==> config.mk <==
export PLATFORM = sky130hd
export DESIGN_NAME = clk_div_ctrl
export DESIGN_NICKNAME = d
export VERILOG_FILES = /design/src/rtl/clk_div_ctrl.sv
export SDC_FILE = /design/constraint.sdc
export NUM_CORES = 1
export LEC_CHECK = 0
export ABC_AREA = 1
export BUFFER_PORTS_ARGS = -buffer_cell sky130_fd_sc_hd__buf_2
export CORE_UTILIZATION = 29
export DETAILED_ROUTE_END_ITERATION = 6
export GPL_ROUTABILITY_DRIVEN = 1
export PLACE_DENSITY = 0.51
export RECOVER_POWER = 25
export SLEW_MARGIN = 10
export SYNTH_ARGS = -nofsm -noshare
export SYNTH_HDL_FRONTEND = slang
export SYNTH_SLANG_ARGS = --single-unit
==> constraint.sdc <==
create_clock -name clk_i -period 2.2 [get_ports clk_i]
set_input_delay 0.33 -clock clk_i [delete_from_list [all_inputs] [get_ports clk_i]]
set_output_delay 0.33 -clock clk_i [all_outputs]
set_load 0.02 [all_outputs]
==> src/rtl/clk_div_ctrl.sv <==
// Runtime-programmable tick divider with start/stop sequencing and a boundary-aligned ratio handshake.
// Optional tick counter output enabled by defining CLK_DIV_CTRL_TICK_CNT_EN.
module clk_div_ctrl #(
  parameter int CNT_W     = 8,
  parameter int RATIO_RST = 4
) (
  input  logic             clk_i,
  input  logic             rst_ni,
  input  logic             testmode_i,
  input  logic             start_i,
  input  logic             stop_i,
  input  logic             cfg_valid_i,
  input  logic [CNT_W-1:0] cfg_ratio_i,
  output logic             cfg_ready_o,
  output logic             err_o,
  output logic             busy_o,
  output logic [CNT_W-1:0] ratio_o,
  output logic             tick_o,
`ifdef CLK_DIV_CTRL_TICK_CNT_EN
  output logic [15:0]      tick_cnt_o,
`endif
  output logic             clk_o
);

  localparam logic [CNT_W-1:0] ONE       = {{(CNT_W-1){1'b0}}, 1'b1};
  localparam logic [CNT_W-1:0] ZERO      = {CNT_W{1'b0}};
  localparam logic [CNT_W-1:0] RST_RATIO = CNT_W'(RATIO_RST);

  typedef enum logic [1:0] {
    ST_IDLE = 2'd0,
    ST_RUN  = 2'd1,
    ST_STOP = 2'd2
  } state_t;

  state_t           r_state;
  state_t           w_state_nxt;
  logic [CNT_W-1:0] r_cnt;
  logic [CNT_W-1:0] w_cnt_nxt;
  logic [CNT_W-1:0] r_ratio;
  logic [CNT_W-1:0] r_pend_ratio;
  logic             r_pend;
  logic             r_tick;
  logic             r_err;
  logic             w_bnd;
  logic             w_xfer;
  logic             w_zero;

  // A boundary is the last count of a period; tick, ratio apply and stop exit all key off it.
  assign w_bnd  = (r_state != ST_IDLE) && (r_cnt == (r_ratio - ONE));
  assign w_xfer = cfg_valid_i && !r_pend;
  assign w_zero = (cfg_ratio_i == ZERO);

  // State register
  always_ff @(posedge clk_i or negedge rst_ni) begin
    if (!rst_ni) begin
      r_state <= ST_IDLE;
    end else begin
      r_state <= w_state_nxt;
    end
  end

  // Next-state and next-count decode
  always_comb begin
    w_state_nxt = r_state;
    w_cnt_nxt   = ZERO;
    case (r_state)
      ST_IDLE: begin
        if (start_i) begin
          w_state_nxt = ST_RUN;
        end else begin
          w_state_nxt = ST_IDLE;
        end
      end
      ST_RUN: begin
        if (stop_i) begin
          w_state_nxt = ST_STOP;
        end else begin
          w_state_nxt = ST_RUN;
        end
      end
      ST_STOP: begin
        if (w_bnd) begin
          w_state_nxt = ST_IDLE;
        end else if (start_i) begin
          w_state_nxt = ST_RUN;
        end else begin
          w_state_nxt = ST_STOP;
        end
      end
      default: begin
        w_state_nxt = ST_IDLE;
      end
    endcase
    if ((r_state == ST_IDLE) || w_bnd) begin
      w_cnt_nxt = ZERO;
    end else begin
      w_cnt_nxt = r_cnt + ONE;
    end
  end

  // Counter, tick and error pulse registers
  always_ff @(posedge clk_i or negedge rst_ni) begin
    if (!rst_ni) begin
      r_cnt  <= ZERO;
      r_tick <= 1'b0;
      r_err  <= 1'b0;
    end else begin
      r_cnt  <= w_cnt_nxt;
      r_tick <= w_bnd;
      r_err  <= w_xfer && w_zero;
    end
  end

  // Ratio register; a pending value is only ever applied at a boundary, never on its accept edge.
  always_ff @(posedge clk_i or negedge rst_ni) begin
    if (!rst_ni) begin
      r_ratio      <= RST_RATIO;
      r_pend_ratio <= RST_RATIO;
      r_pend       <= 1'b0;
    end else if (w_bnd && r_pend) begin
      r_ratio <= r_pend_ratio;
      r_pend  <= 1'b0;
    end else if (w_xfer && !w_zero) begin
      if (r_state == ST_IDLE) begin
        r_ratio <= cfg_ratio_i;
      end else begin
        r_pend_ratio <= cfg_ratio_i;
        r_pend       <= 1'b1;
      end
    end else begin
      r_ratio <= r_ratio;
      r_pend  <= r_pend;
    end
  end

`ifdef CLK_DIV_CTRL_TICK_CNT_EN
  logic [15:0] r_tick_cnt;

  // Tick counter, restarted whenever a run is launched from idle
  always_ff @(posedge clk_i or negedge rst_ni) begin
    if (!rst_ni) begin
      r_tick_cnt <= 16'h0000;
    end else if ((r_state == ST_IDLE) && start_i) begin
      r_tick_cnt <= 16'h0000;
    end else if (r_tick) begin
      r_tick_cnt <= r_tick_cnt + 16'h0001;
    end else begin
      r_tick_cnt <= r_tick_cnt;
    end
  end

  assign tick_cnt_o = r_tick_cnt;
`endif

  assign cfg_ready_o = !r_pend;
  assign err_o       = r_err;
  assign busy_o      = (r_state != ST_IDLE);
  assign ratio_o     = r_ratio;
  assign tick_o      = r_tick;
  assign clk_o       = testmode_i ? clk_i : r_tick;

endmodule

**Word level (Yosys, flattened, before mapping)**

Index checks and enable logic that the tools add are counted.
W data, S select, Z words.

- $add $sub $neg: 2
- Multipliers: 0
- Divide/modulo/power cells: 0
- $lt $le $gt $ge: 0
- Equal/unequal tests: 4
- Shifts and indexed selects: 0
- Multiplexer cells: 13
- Bitwise operators: 2
- Reductions and logical operators: 16

Operators with widths:

| kind | number |
|---|---|
| $mux W8 | 4 |
| $add A8 B1 Y8 const B | 1 |
| $eq A8 B8 Y1 | 1 |
| $logic_not A8 Y1 | 1 |
| $sub A8 B1 Y8 const B | 1 |
| $mux W2 | 3 |
| $pmux W2 S3 | 1 |
| $reduce_bool A2 Y1 | 3 |
| $logic_and A1 B1 Y1 | 5 |
| $mux W1 | 5 |
| $reduce_and A2 Y1 | 2 |
| $reduce_and A3 Y1 | 1 |
| $eq A2 B1 Y1 const B | 1 |
| $eq A2 B2 Y1 const B | 1 |
| $logic_not A1 Y1 | 2 |
| $logic_not A2 Y1 | 1 |
| $ne A2 B1 Y1 const B | 1 |
| $not A1 Y1 | 2 |
| $logic_or A1 B1 Y1 | 1 |

- Register bits: 29
- Latch bits: 0
- RAM bits: 0
- Bits in read-only memories: 0
- Bits of input ports: 14
- Output and inout port bits: 13
- Word-level logic and storage cells: 44
- Memories: 0

**Longest topological paths before layout**

- Depth after elaboration: 6
- Depth in mapped cells: 15
- Mapped depth without buffers: 14

==> impl_results.md <==
- Diodes inserted: 0
- CTS tree: done
- Synth async-reset ratio: 100%
- Top_reg_cell synth: dfrtp_1
- Leakage power total: 1.08 nW
- Mapped cell area: 1740 µm²
- Top post-synthesis cells by area: dfrtp_1, nand2_1, inv_1
- Setup-failing EPs final: 0
- Top post-synthesis cells by count: nand2_1, inv_1, dfrtp_1, nand3_1, nor2_1
- DRT iter0 DRCs: 68
- WP data required: 1.87 ns
- RSZ-0062 raised after global routing: false
- Average wire per standard cell: 12.6 µm
- IO Count: 27
- Avg Cell Area, Syn: 7.42 µm²
- Final Core Density: 38.5%
- Max FO, Critical Path: 2
- FILL cells: 598
- Min-delay worst type: in2reg
- CP Cell Sequence: clkbuf_8 -> clkbuf_8 -> mux2_2 -> buf_2
- DIE AREA: 6300 µm²
- Top cell type's share of synthesized area: 38.9%
- Worst skew pair latency: 0.39 ns
- Area growth, synth to finish: 25.1%
- Most used cell, CP: clkbuf_8
- Core box area: 5640 µm²
- Clock input transition at the sequential cells of the worst setup and hold paths: 0.07 ns
- Post-synthesis sequential area ratio: 41.9%
- Crit path max-delay family: buffers and inverters
- Ratio of cells with drive above 1 in the final layout: 22.2%
- Worst Setup Start Kind: clock port
- Fin cells: 347
- CP arrival: 1.73 ns
- Post-DP HPWL: 2980 µm
- Status: finished, final reports clean
- Most frequent cell after synthesis: nand2_1
- GR Util All Layers: 15.6%
- Library cells used by synthesis: 27
- Initial antenna violation count: 0
- Final Hold Viols: 0
- Drt pass-1 iters: 4
- Area used by multi-input combinational logic: 895 µm²
- Max cap viols: 0
- Sequential cell area: 728 µm²
- Vias per Instance: 4.73
- Worst Clk Skew: 0.00472 ns
- Routed WL: 4360 µm
- CP endpoint kind: primary output
- Global route overflow: 0
- PortBufs: 26
- Slew Viols, Final: 0
- Post-Place Cells: 333
- Nets@finish: 290
- Initial Utilization: 30.8%
- Routed Antenna Nets: 0
- CP Buf/Inv Count: 3
- Pin count of the biggest net entering global routing: 30
- Crit path largest cell delay: 0.25 ns
- Vias in the first global route: 1560
- FF+latch count, synth: 29
- Synthesized Nets: 250
- Post-synth top area cell: dfrtp_1
- Postcts setup bufs: 0
- DIE WIDTH: 79.4 µm
- Worst vdd ir: 613 µV
- Syn Inst Count: 234
- Row count: 27
- Post-synth EDFFs: 0
- Pwr dens: 1430 nW/µm²
- Drt drc: 0
- Die Ht: 79.4 µm
- Setup TNS: 0 ns
- Routability cong.: 0.749
- Slew margin rel.: 36.0%
- Critical Setup Path Class: clk2out
- YS warnings: 0
- Vias: 1641
- Worst-Margin Slew: 0.957 ns
- First-pass GRT wire length: 7380 µm
- CP max-delay cell: mux2_2
cells in the final DEF (no fill, tap or decap), types with 2 or more instances in the layout:
cell      instances
nand2_2           2
nor2_1           17
nand3_1          22
buf_4             5
nor3_1            4
nor2_4            3
nand3_2           3
nand4_4           2
xnor2_1           2
nor2_2            4
nand2_1          74
xor2_1            5
buf_2            25
dfstp_2           2
dfrtp_1          27
nand4_1           9
nor3b_1           3
nor4_1            2
clkbuf_8          9
o21ai_0          12
inv_1            32
registers in the layout, indices dropped and copies added, names as in the netlist:
| register | count |
|---|---|
| r_cnt | 8 |
| r_pend_ratio | 8 |
| ratio_o | 8 |
| r_state | 2 |
| err_o | 1 |
| r_pend | 1 |
| tick_o | 1 |
area by class of cell:
type / instances / share of cell area [%]
Tap cell: 72 / 4.15
Sequential cell: 29 / 33.5
Inverter: 32 / 5.53
Clock buffer: 10 / 5.93
Multi-Input combinational cell: 171 / 41.2
Timing Repair Buffer: 31 / 7.95
Clock inverter: 2 / 1.73
report_power, final:
group	internal, mW	switching [mW]
clock	0.498	0.267
combinational	0.470	0.969
sequential	0.737	0.164
total	1.71	1.40
logic make-up after synthesis:
logic type / count (synthesis) / synth area share [%]
buffers and inverters: 36 / 8.86
XOR/XNOR: 7 / 3.53
AO/OA/AOI/OAI: 15 / 4.61
flip-flops: 29 / 41.9
AND/OR/NAND/NOR: 144 / 39.0
multiplexers: 1 / 0.648
adder cells (fa/ha/maj): 2 / 1.44
routing by layer:
| metal | GRT usage, % | part of all wire (%) | vias to the layer above |
|---|---|---|---|
| li1 | - | - | 833 |
| met1 | 20.8 | 51 | 765 |
| met2 | 22.8 | 42 | 34 |
| met3 | 5.03 | 5.0 | 9 |
| met4 | 7.45 | 1.9 | 0 |
| met5 | 0 | 0 | - |
tightest hold or removal path: stages:
cell,delay [ns]
buf_2,0.10
inv_1,0.04
nor3_1,0.04
per-stage QoR:
step | cell area [µm²] | hold slack [ns] | worst slack, ns | total power [mW]
6_report | 2170 | 0.152 | 0.145 | 3.11
5_1_grt | 2170 | 0.162 | 0.00165 | 3.38
4_1_cts | 2130 | 0.145 | 0.115 | 3.06
3_5_place_dp | 1960 | 0.421 | 0.126 | 2.30
3_3_place_gp | 1960 | 0.425 | 0.178 | 2.29
2_1_floorplan | 1740 | 0.0344 | 0.186 | 1.93
worst paths after layout:
kind	start	end	slack [ns]	cells after the start
min in group asynchronous	rst_ni	r_cnt[5]	0.54	2
max in group asynchronous	rst_ni	ratio_o[6]	1.19	2
setup reg to reg	ratio_o[0]	r_state[0]	0.22	13
hold / removal	cfg_valid_i	err_o	0.15	3
hold reg to reg	r_cnt[0]	r_cnt[0]	0.50	1
setup / recovery	clk_i	clk_o	0.14	4
repair_timing:
action / CTS / global route
hold buffers: 1 / 0
gates resized for setup: 0 / 4
endpoints found under the setup margin: 0 / 12
hold endpoints to repair: 3 / 0
(Power assumes the default switching activity.)
